## src/rtl/adapter_ppfifo_2_axi_stream_wl_pkg.sv

```systemverilog
// adapter_ppfifo_2_axi_stream_wl_pkg: shared FSM encodings and PPFIFO size width
package adapter_ppfifo_2_axi_stream_wl_pkg;

    localparam int SIZE_W = 24;

    typedef enum logic [1:0] {
        ST_IDLE,
        ST_ACTIVE,
        ST_RELEASE
    } state_t;

endpackage

```

## src/rtl/adapter_ppfifo_2_axi_stream_wl_skid_buf.sv

```systemverilog
// ppfifo_rd_skid_buf: 2-entry FIFO absorbing PPFIFO read latency ahead of the AXI output
module ppfifo_rd_skid_buf #(
    parameter int WIDTH = 33
) (
    input  logic             clk,
    input  logic             rst_n,
    input  logic             i_push,
    input  logic [WIDTH-1:0] i_data,
    input  logic             i_pop,
    output logic [WIDTH-1:0] o_data,
    output logic [1:0]       o_count
);

    logic [WIDTH-1:0] r_mem [2];
    logic             r_wr;
    logic             r_rd;
    logic [1:0]       r_count;

    // storage, pointers and occupancy; push and pop may coincide
    always_ff @(posedge clk or negedge rst_n) begin
        if (!rst_n) begin
            r_mem   <= '{default: '0};
            r_wr    <= 1'b0;
            r_rd    <= 1'b0;
            r_count <= 2'd0;
        end else begin
            if (i_push) r_mem[r_wr] <= i_data;
            r_wr    <= r_wr ^ i_push;
            r_rd    <= r_rd ^ i_pop;
            r_count <= r_count + {1'b0, i_push} - {1'b0, i_pop};
        end
    end

    assign o_data  = r_mem[r_rd];
    assign o_count = r_count;

endmodule

```

## src/rtl/adapter_ppfifo_2_axi_stream_wl.sv

```systemverilog
// adapter_ppfifo_2_axi_stream_wl: claims filled PPFIFO blocks and streams their words out as AXI-stream
module adapter_ppfifo_2_axi_stream_wl
    import adapter_ppfifo_2_axi_stream_wl_pkg::*;
#(
    parameter int DATA_WIDTH   = 32,
    parameter int STROBE_WIDTH = DATA_WIDTH / 8,
    parameter bit USE_LAST_BIT = 1'b1
) (
    input  logic                    clk,
    input  logic                    rst_n,
    output logic                    o_ppfifo_clk,
    input  logic                    i_ppfifo_rdy,
    output logic                    o_ppfifo_act,
    input  logic [SIZE_W-1:0]       i_ppfifo_size,
    output logic                    o_ppfifo_stb,
    input  logic [DATA_WIDTH:0]     i_ppfifo_data,
    output logic                    o_axi_valid,
    input  logic                    i_axi_ready,
    output logic [DATA_WIDTH-1:0]   o_axi_data,
    output logic [STROBE_WIDTH-1:0] o_axi_keep,
    output logic                    o_axi_last
);

    state_t              r_state;
    state_t              w_state_nxt;
    logic [SIZE_W-1:0]   r_count;
    logic                r_inflight;
    logic                r_inflight_last;
    logic [1:0]          w_occ;
    logic [2:0]          w_use;
    logic                w_pop;
    logic                w_stb;
    logic [DATA_WIDTH:0] w_head;
    logic [DATA_WIDTH:0] w_push_word;

    // a beat popped this clock frees its slot in time for a word requested now
    assign w_pop  = o_axi_valid && i_axi_ready;
    assign w_use  = {1'b0, w_occ} + {2'b0, r_inflight} - {2'b0, w_pop};
    assign w_stb  = (r_state == ST_ACTIVE) && (r_count < i_ppfifo_size) && (w_use < 3'd2);

    assign w_push_word = {USE_LAST_BIT ? i_ppfifo_data[DATA_WIDTH] : r_inflight_last,
                          i_ppfifo_data[DATA_WIDTH-1:0]};

    // state register
    always_ff @(posedge clk or negedge rst_n) begin
        if (!rst_n) r_state <= ST_IDLE;
        else        r_state <= w_state_nxt;
    end

    // claim when a block is ready, release once every requested word has landed
    always_comb begin
        w_state_nxt = r_state;
        case (r_state)
            ST_IDLE:    w_state_nxt = i_ppfifo_rdy ? ST_ACTIVE : ST_IDLE;
            ST_ACTIVE:  w_state_nxt = (r_count == i_ppfifo_size && !r_inflight) ? ST_RELEASE : ST_ACTIVE;
            ST_RELEASE: w_state_nxt = ST_IDLE;
            default:    w_state_nxt = ST_IDLE;
        endcase
    end

    // word counter and record of the read whose data arrives next clock
    always_ff @(posedge clk or negedge rst_n) begin
        if (!rst_n) begin
            r_count         <= '0;
            r_inflight      <= 1'b0;
            r_inflight_last <= 1'b0;
        end else begin
            r_count         <= (r_state == ST_IDLE) ? '0 : r_count + SIZE_W'(w_stb);
            r_inflight      <= w_stb;
            r_inflight_last <= (r_count == i_ppfifo_size - 1'b1);
        end
    end

    ppfifo_rd_skid_buf #(
        .WIDTH(DATA_WIDTH + 1)
    ) u_skid (
        .clk    (clk),
        .rst_n  (rst_n),
        .i_push (r_inflight),
        .i_data (w_push_word),
        .i_pop  (w_pop),
        .o_data (w_head),
        .o_count(w_occ)
    );

    assign o_ppfifo_clk = clk;
    assign o_ppfifo_act = (r_state == ST_ACTIVE);
    assign o_ppfifo_stb = w_stb;
    assign o_axi_valid  = (w_occ != 2'd0);
    assign o_axi_data   = w_head[DATA_WIDTH-1:0];
    assign o_axi_last   = w_head[DATA_WIDTH];
    assign o_axi_keep   = '1;

endmodule

```

## config.mk

```make
export PLATFORM = sky130hd
export DESIGN_NAME = adapter_ppfifo_2_axi_stream_wl
export DESIGN_NICKNAME = d
export VERILOG_FILES = /design/src/rtl/adapter_ppfifo_2_axi_stream_wl_pkg.sv /design/src/rtl/adapter_ppfifo_2_axi_stream_wl_skid_buf.sv /design/src/rtl/adapter_ppfifo_2_axi_stream_wl.sv
export SDC_FILE = /design/constraint.sdc
export NUM_CORES = 1
export LEC_CHECK = 0
export CAP_MARGIN = 30
export CORE_ASPECT_RATIO = 1.4
export CORE_UTILIZATION = 54
export DETAILED_ROUTE_END_ITERATION = 6
export GPL_ROUTABILITY_DRIVEN = 0
export PLACE_DENSITY_LB_ADDON = 0.05
export SETUP_SLACK_MARGIN = 0.2
export SYNTH_ARGS = -nofsm -noshare
export SYNTH_HDL_FRONTEND = slang
export SYNTH_HIERARCHICAL = 1
export SYNTH_SLANG_ARGS = --single-unit
```

## constraint.sdc

```tcl
create_clock -name clk -period 7.4 [get_ports clk]
set_input_delay 1.48 -clock clk [delete_from_list [all_inputs] [get_ports clk]]
set_output_delay 1.48 -clock clk [all_outputs]
set_load 0.02 [all_outputs]
```

== Yosys cells after proc, flatten, opt, wreduce, memory -nomap -nowiden ==
Index checks and enable logic that the tools add are counted.

* Flip-flop bits (word level): 97
* Input port bits: 61
* Output and inout bits: 41
* Logic and storage cells: 42

* Add/subtract/negate cells: 5
* Magnitude comparators: 5
* Eq/ne operators: 2
* Multiplexer cells: 10
* Bitwise operators: 4
* Reduce and logical (&&, ||, !) cells: 8

{| class="wikitable"
|+ Operators by type and width
! cell !! number
|-
| 33-bit two-way mux || 4
|-
| 66-bit bitwise mux || 1
|-
| 33-bit demux with 1-bit select || 1
|-
| 24-bit by 1-bit adder with 24-bit output || 1
|-
| 24-bit equality test || 1
|-
| 24-bit less-than comparator || 1
|-
| 24-bit two-way mux || 1
|-
| 1-bit logical AND || 5
|-
| 2-bit greater-or-equal comparator, second input constant || 2
|-
| 1-bit NOT with 2-bit output || 2
|-
| 2-bit case mux with 2 select lines || 1
|-
| 2-bit by 1-bit adder with 3-bit output || 1
|-
| 3-bit by 2-bit less-than comparator with 1-bit output, second input constant || 1
|-
| 3-bit by 1-bit subtractor with 3-bit output || 1
|-
| 2-bit by 1-bit adder with 2-bit output || 1
|-
| 2-bit by 1-bit equality test with 1-bit output, second input constant || 1
|-
| 2-bit zero test || 1
|-
| 2-bit by 1-bit less-than comparator with 1-bit output, second input constant || 1
|-
| 2-bit two-way mux || 1
|-
| 2-bit nonzero test || 1
|-
| 2-bit by 1-bit subtractor with 2-bit output || 1
|-
| 1-bit XOR || 2
|-
| 1-bit zero test || 1
|-
| 1-bit two-way mux || 1
|}

== Depth between registers and ports, before layout ==
Gate-level depths: netlist of run 1.

* Word-level depth: 7
* Depth in mapped cells: 18
* Gate-level depth less buffers: 18

== Cells and area by module ==
The synthesis of run 1 kept the hierarchy.

{| class="wikitable"
|+ Modules (own cells, without submodules)
! module !! instances !! cells an instance !! area each (um^2) !! sequential area each (um^2)
|-
| ppfifo_rd_skid_buf || 1 || 191 || 3,512.1 || 1,751.7
|-
| adapter_ppfifo_2_axi_stream_wl || 1 || 222 || 1,991.9 || 675.6
|}

==> metrics.txt, run 1 <==
Worst Path Arrival=4.47 ns; number of top-level pins=102; area grow syn2layout=25.05%; vias in the first global route=3,678; status=finished, final reports clean; Final Hold Fails=0; Hold EP=r_state[1]; Hold Crit Start=r_state[1]; Detailed Route Iter0 Violations=136; worst min path class=reg -> reg; Switching Fraction=31.06%; PD cells=414.6 nW/µm²; first-pass GRT wire length=17,530 µm; Int Power=0.001967 W; startpoint class of the critical path=clock port; vias per cell=5.210; Post-Route Utilization=69.53%; setup TNS=0 ns; Core Rows=43; clk_skew=0.009780 ns; hold slack=0.4979 ns; CP max stage delay=0.52 ns; clk_lat worst skew=0.45 ns; leading cell types in the layout, fill and taps excluded=clkdlybuf4s50_1 (96), dfrtp_1 (96), mux2_4 (89); worst-path maximum fanout=2; Layout Nets=606; sequential power share=30.7%; total grt overflow=0; worst r2r src=u_skid/o_count[1]; Mapped Area=5504 µm²; DR WL/cell=16.31 µm; port bufs=97; post-synthesis cell count=413; total track usage=21.76%; Yosys reg bits=97; Leak=3.242 nW; Slew headroom=51.68%; Final WS setup=1.451 ns; final WL=10,630 µm; # DRC=0; async set or reset register ratio after synthesis=100.0%; worst-margin pin slew=0.7192 ns; Reg area=2429 µm²; Clk pin slew, worst setup/hold paths=0.06 ns; worst vdd ir=0.0002210 V; clock power share=20.8%; WP data required=5.92 ns; DP Worst Slack=1.582 ns; initial antenna violation count=0; Yosys warning count=6; post-synth cell types=41; Hold Path Stages=1; fillers=757; vias=3,397; kind of critical path=clk -> out; average instance area after synthesis=13.33 µm²; Core Footprint=9899 µm²; share of cells above drive strength 1=26.31%; cells along the critical path=clkbuf_16 > clkbuf_16 > clkdlybuf4s50_1; Psw=0.0008863 W; cts hold-fix bufs=0; crit path max-delay cell type=clkdlybuf4s50_1; max-cap viol count=0; Die W=87.33 µm; Post-DP HPWL=7479 µm; EDFF count, synth=0; initial cell density of the core=55.60%; unrepaired setup endpoints after global routing=no; TritonCTS clock tree=done; CP Capture Type=output pin; Worst R2R Setup Slack=3.01 ns; Post-CTS Setup Repair Bufs=0; Logic pwr share=48.5%; # diodes=0; Final ANT Viol Nets=0; largest net degree at the start of global routing=70; overall die area=10,610 µm²; DIE HEIGHT=121.5 µm; RR Endpoint=r_count[20]; post-CTS sizing=0; fin. max-slew vios=0; Setup Viol. Count Final=0; Multi-input gate area=2694 µm²; DR pass1 iterations=4; sequential area share after synthesis=44.10%; Critical Path Most Common Cell=clkbuf_16; Reg2Reg Depth=18; most common flop cell mapped by yosys=dfrtp_1
## routing by layer
metal / wire [µm] / global-route usage (%)
met1: 4544 / 25.76
met2: 5586 / 39.01
met5: 0 / 0
met4: 181 / 7.787
met3: 320 / 3.673
## logic make-up after synthesis
family	Yosys count	synth area share, %
AOI/OAI and AO/OA	29	3.137
and+or+nand+nor	79	8.047
DFF	97	44.10
buffers and inverters	55	7.297
other	1	0.06813
xor gates and xnor gates	21	3.614
muxes	99	26.32
adders and majority gates	32	7.411
## registers in the layout, summed over array words and instances, names as in the netlist
signal / count
r_count: 24
r_inflight: 1
r_state: 2
u_skid/o_count: 2
u_skid/r_mem: 66
u_skid/r_rd: 1
u_skid/r_wr: 1
## worst max-delay path by stage
stage	from	to	slack, ns
2_1_floorplan	clk	o_ppfifo_clk	2.09
3_3_place_gp	i_axi_ready	o_ppfifo_stb	1.57
3_5_place_dp	i_axi_ready	o_ppfifo_stb	1.58
4_1_cts	clk	o_ppfifo_clk	1.44
5_1_grt	i_axi_ready	o_ppfifo_stb	1.38
6_report	clk	o_ppfifo_clk	1.45
## synth_stat cells (2+ instances only)
cell	instances	area share, %
a21o_1	5	0.68
nor3_1	5	0.45
inv_1	35	2.4
nor2_1	22	1.5
xnor2_1	12	1.9
buf_4	5	0.68
nor3_2	2	0.36
nand3_1	13	1.2
and3_1	3	0.34
nor4_2	2	0.45
nand4_1	9	1.0
ha_1	31	7.0
nand2_1	5	0.34
or3_1	4	0.45
buf_12	9	3.3
mux2_4	89	24
a21oi_1	12	1.1
nor2b_1	5	0.57
buf_6	4	0.82
dfrtp_1	97	44
o21ai_0	6	0.55
mux2_2	10	2.0
a211oi_1	2	0.27
xor2_1	8	1.3
clkbuf_1	2	0.14
## power by group through the flow
stage / Sequential (W) / Combinational [W] / Clock [W]
after floorplan: 0.000835 / 0.00105 / 0.0000158
after global placement: 0.000907 / 0.00132 / 0.0000181
after detailed placement: 0.000884 / 0.00139 / 0.0000181
after CTS: 0.000876 / 0.00140 / 0.000611
after global routing: 0.000899 / 0.00148 / 0.000629
final: 0.000876 / 0.00139 / 0.000593
## critical path, delay by kind of cell
family                 cells  cell delay (ns)
buffers and inverters      3             0.77
## area by class of cell
| class | instances | share of cell area (%) |
|---|---|---|
| sequential | 97 | 35.28 |
| tap | 135 | 2.454 |
| inverter | 35 | 1.909 |
| timing repair buffer | 102 | 15.34 |
| clock buffer | 13 | 4.508 |
| multi-input combinational | 264 | 39.14 |
| clock inverter | 6 | 1.363 |
## per-stage QoR
step	std cells	total power [W]	instance area (µm²)
4_1_cts	652	0.002888	6883
3_5_place_dp	634	0.002291	6489
3_3_place_gp	631	0.002248	6414
5_1_grt	652	0.003008	6883
6_report	652	0.002854	6883
2_1_floorplan	416	0.001906	5515
Note: power is estimated with default switching activity, not from simulation.
==> run 2, diff against run 1 <==
--- a/config.mk
+++ b/config.mk
@@ -7,7 +7,7 @@
 export LEC_CHECK = 0
 export CAP_MARGIN = 30
 export CORE_ASPECT_RATIO = 1.4
-export CORE_UTILIZATION = 54
+export CORE_UTILIZATION = 53
 export DETAILED_ROUTE_END_ITERATION = 6
 export GPL_ROUTABILITY_DRIVEN = 0
 export PLACE_DENSITY_LB_ADDON = 0.05
==> constraint.sdc (replaced) <==
create_clock -name clk -period 5.6 [get_ports clk]
set_input_delay 1.12 -clock clk [delete_from_list [all_inputs] [get_ports clk]]
set_output_delay 1.12 -clock clk [all_outputs]
set_load 0.02 [all_outputs]
==> metrics.txt, run 2 (synthesized netlist as in run 1, its figures left out) <==
Setup Viol. Count Final=0; Hold Crit Start=r_state[1]; vias in the first global route=3,611; first-pass GRT wire length=17,660 µm; Worst Path Arrival=3.99 ns; TritonCTS clock tree=done; total track usage=21.68%; # DRC=0; WP data required=4.48 ns; clk_skew=0.005582 ns; worst min path class=reg -> reg; Post-Route Utilization=68.29%; status=finished, final reports clean; DR WL/cell=16.52 µm; initial antenna violation count=0; fillers=770; DR pass1 iterations=4; Hold Path Stages=1; port bufs=97; Core Rows=43; Die W=88.13 µm; worst-margin pin slew=0.8039 ns; Detailed Route Iter0 Violations=119; biggest regs=u_skid/r_mem x66, r_count x24; area grow syn2layout=24.16%; max reg flops=66; worst-path maximum fanout=3; initial cell density of the core=55.00%; Reg area=2429 µm²; f_max=0.1956 GHz; vias=3,402; unrepaired setup endpoints after global routing=no; max-cap viol count=0; startpoint class of the critical path=primary input; CP Capture Type=output pin; Clk pin slew, worst setup/hold paths=0.07 ns; worst vdd ir=0.0002537 V; clk_lat worst skew=0.45 ns; Tmin final=5.113 ns; # diodes=0; largest net degree at the start of global routing=63; total grt overflow=0; Layout Nets=606; Post-CTS Setup Repair Bufs=0; Reg with most FFs=u_skid/r_mem; vias per cell=5.210; Final ANT Viol Nets=0; fin. max-slew vios=0; Reg2Reg Depth=18; final WL=10,790 µm; share of cells above drive strength 1=26.25%; DIE HEIGHT=122.6 µm; kind of critical path=in -> out; Final Hold Fails=0; post-CTS sizing=0; PD cells=547.8 nW/µm²; number of top-level pins=102; RR Endpoint=r_count[18]; period utilisation layout=91.31%; overall die area=10,800 µm²; worst r2r src=u_skid/o_count[1]; Leak=3.226 nW; Worst R2R Setup Slack=1.45 ns; Multi-input gate area=2694 µm²; leading cell types in the layout, fill and taps excluded=clkdlybuf4s50_1 (96), dfrtp_1 (96), mux2_4 (89); Core Footprint=10,010 µm²; setup TNS=0 ns; Hold EP=r_state[1]; cts hold-fix bufs=0; Slew headroom=46.41%; Post-DP HPWL=7589 µm
[run 2: changes by cell type in the layout (fill, tap and decap cells not counted), sizes merged]
cell and change:
inv +3, clkbuf +1, clkinv -1, clkinvlp -1, bufinv -1
[run 2: final cells by class]
cell class                 count  area share [%]
clock inverter                 6           1.080
sequential                    97           35.54
inverter                      35           1.922
multi-input combinational    264           39.42
clock buffer                  14           4.595
tap                          135           2.472
timing repair buffer         102           14.98
[run 2: metrics by stage]
stage	worst slack (ns)	cells	hold WS (ns)	power [W]	instance area, µm²
detailed placement	0.4805	634	0.4780	0.003026	6456
CTS	0.4531	653	0.4871	0.003779	6834
global placement	0.4672	632	0.4637	0.002975	6421
finish	0.4866	653	0.4899	0.003743	6834
floorplan	1.040	416	0.4316	0.002518	5515
global route	0.2749	653	0.5063	0.003943	6834
[run 2: per-layer routing]
layer | track usage [%] | share of wire, % | routed length (µm)
met1 | 26.11 | 42 | 4491
met4 | 8.468 | 1.4 | 156
met2 | 38.47 | 53 | 5753
met3 | 3.295 | 3.6 | 389
met5 | 0 | 0 | 0
[run 2: worst max-delay path: stages]
cell             delay [ns]
clkdlybuf4s50_1        0.46
and2_1                 0.19
ha_1                   0.25
nor2b_1                0.13
fa_1                   0.42
a211oi_1               0.19
nand3_1                0.10
a31oi_1                0.14
o21ai_0                0.10
a21oi_1                0.23
clkdlybuf4s50_1        0.65
[run 2: worst max path at each step]
stage	slack, ns	endpoint	start
6_report	0.49	o_ppfifo_stb	i_axi_ready
5_1_grt	0.27	o_ppfifo_stb	i_axi_ready
4_1_cts	0.45	o_ppfifo_stb	i_axi_ready
3_5_place_dp	0.48	o_ppfifo_stb	i_axi_ready
3_3_place_gp	0.47	o_ppfifo_stb	i_axi_ready
2_1_floorplan	1.04	r_count[18]	i_axi_ready
[run 2: where the power goes]
| group | total, W | switching, W | internal, W |
|---|---|---|---|
| combinational | 0.00183 | 0.000706 | 0.00112 |
| clock | 0.000759 | 0.000302 | 0.000456 |
| sequential | 0.00116 | 0.000178 | 0.000981 |
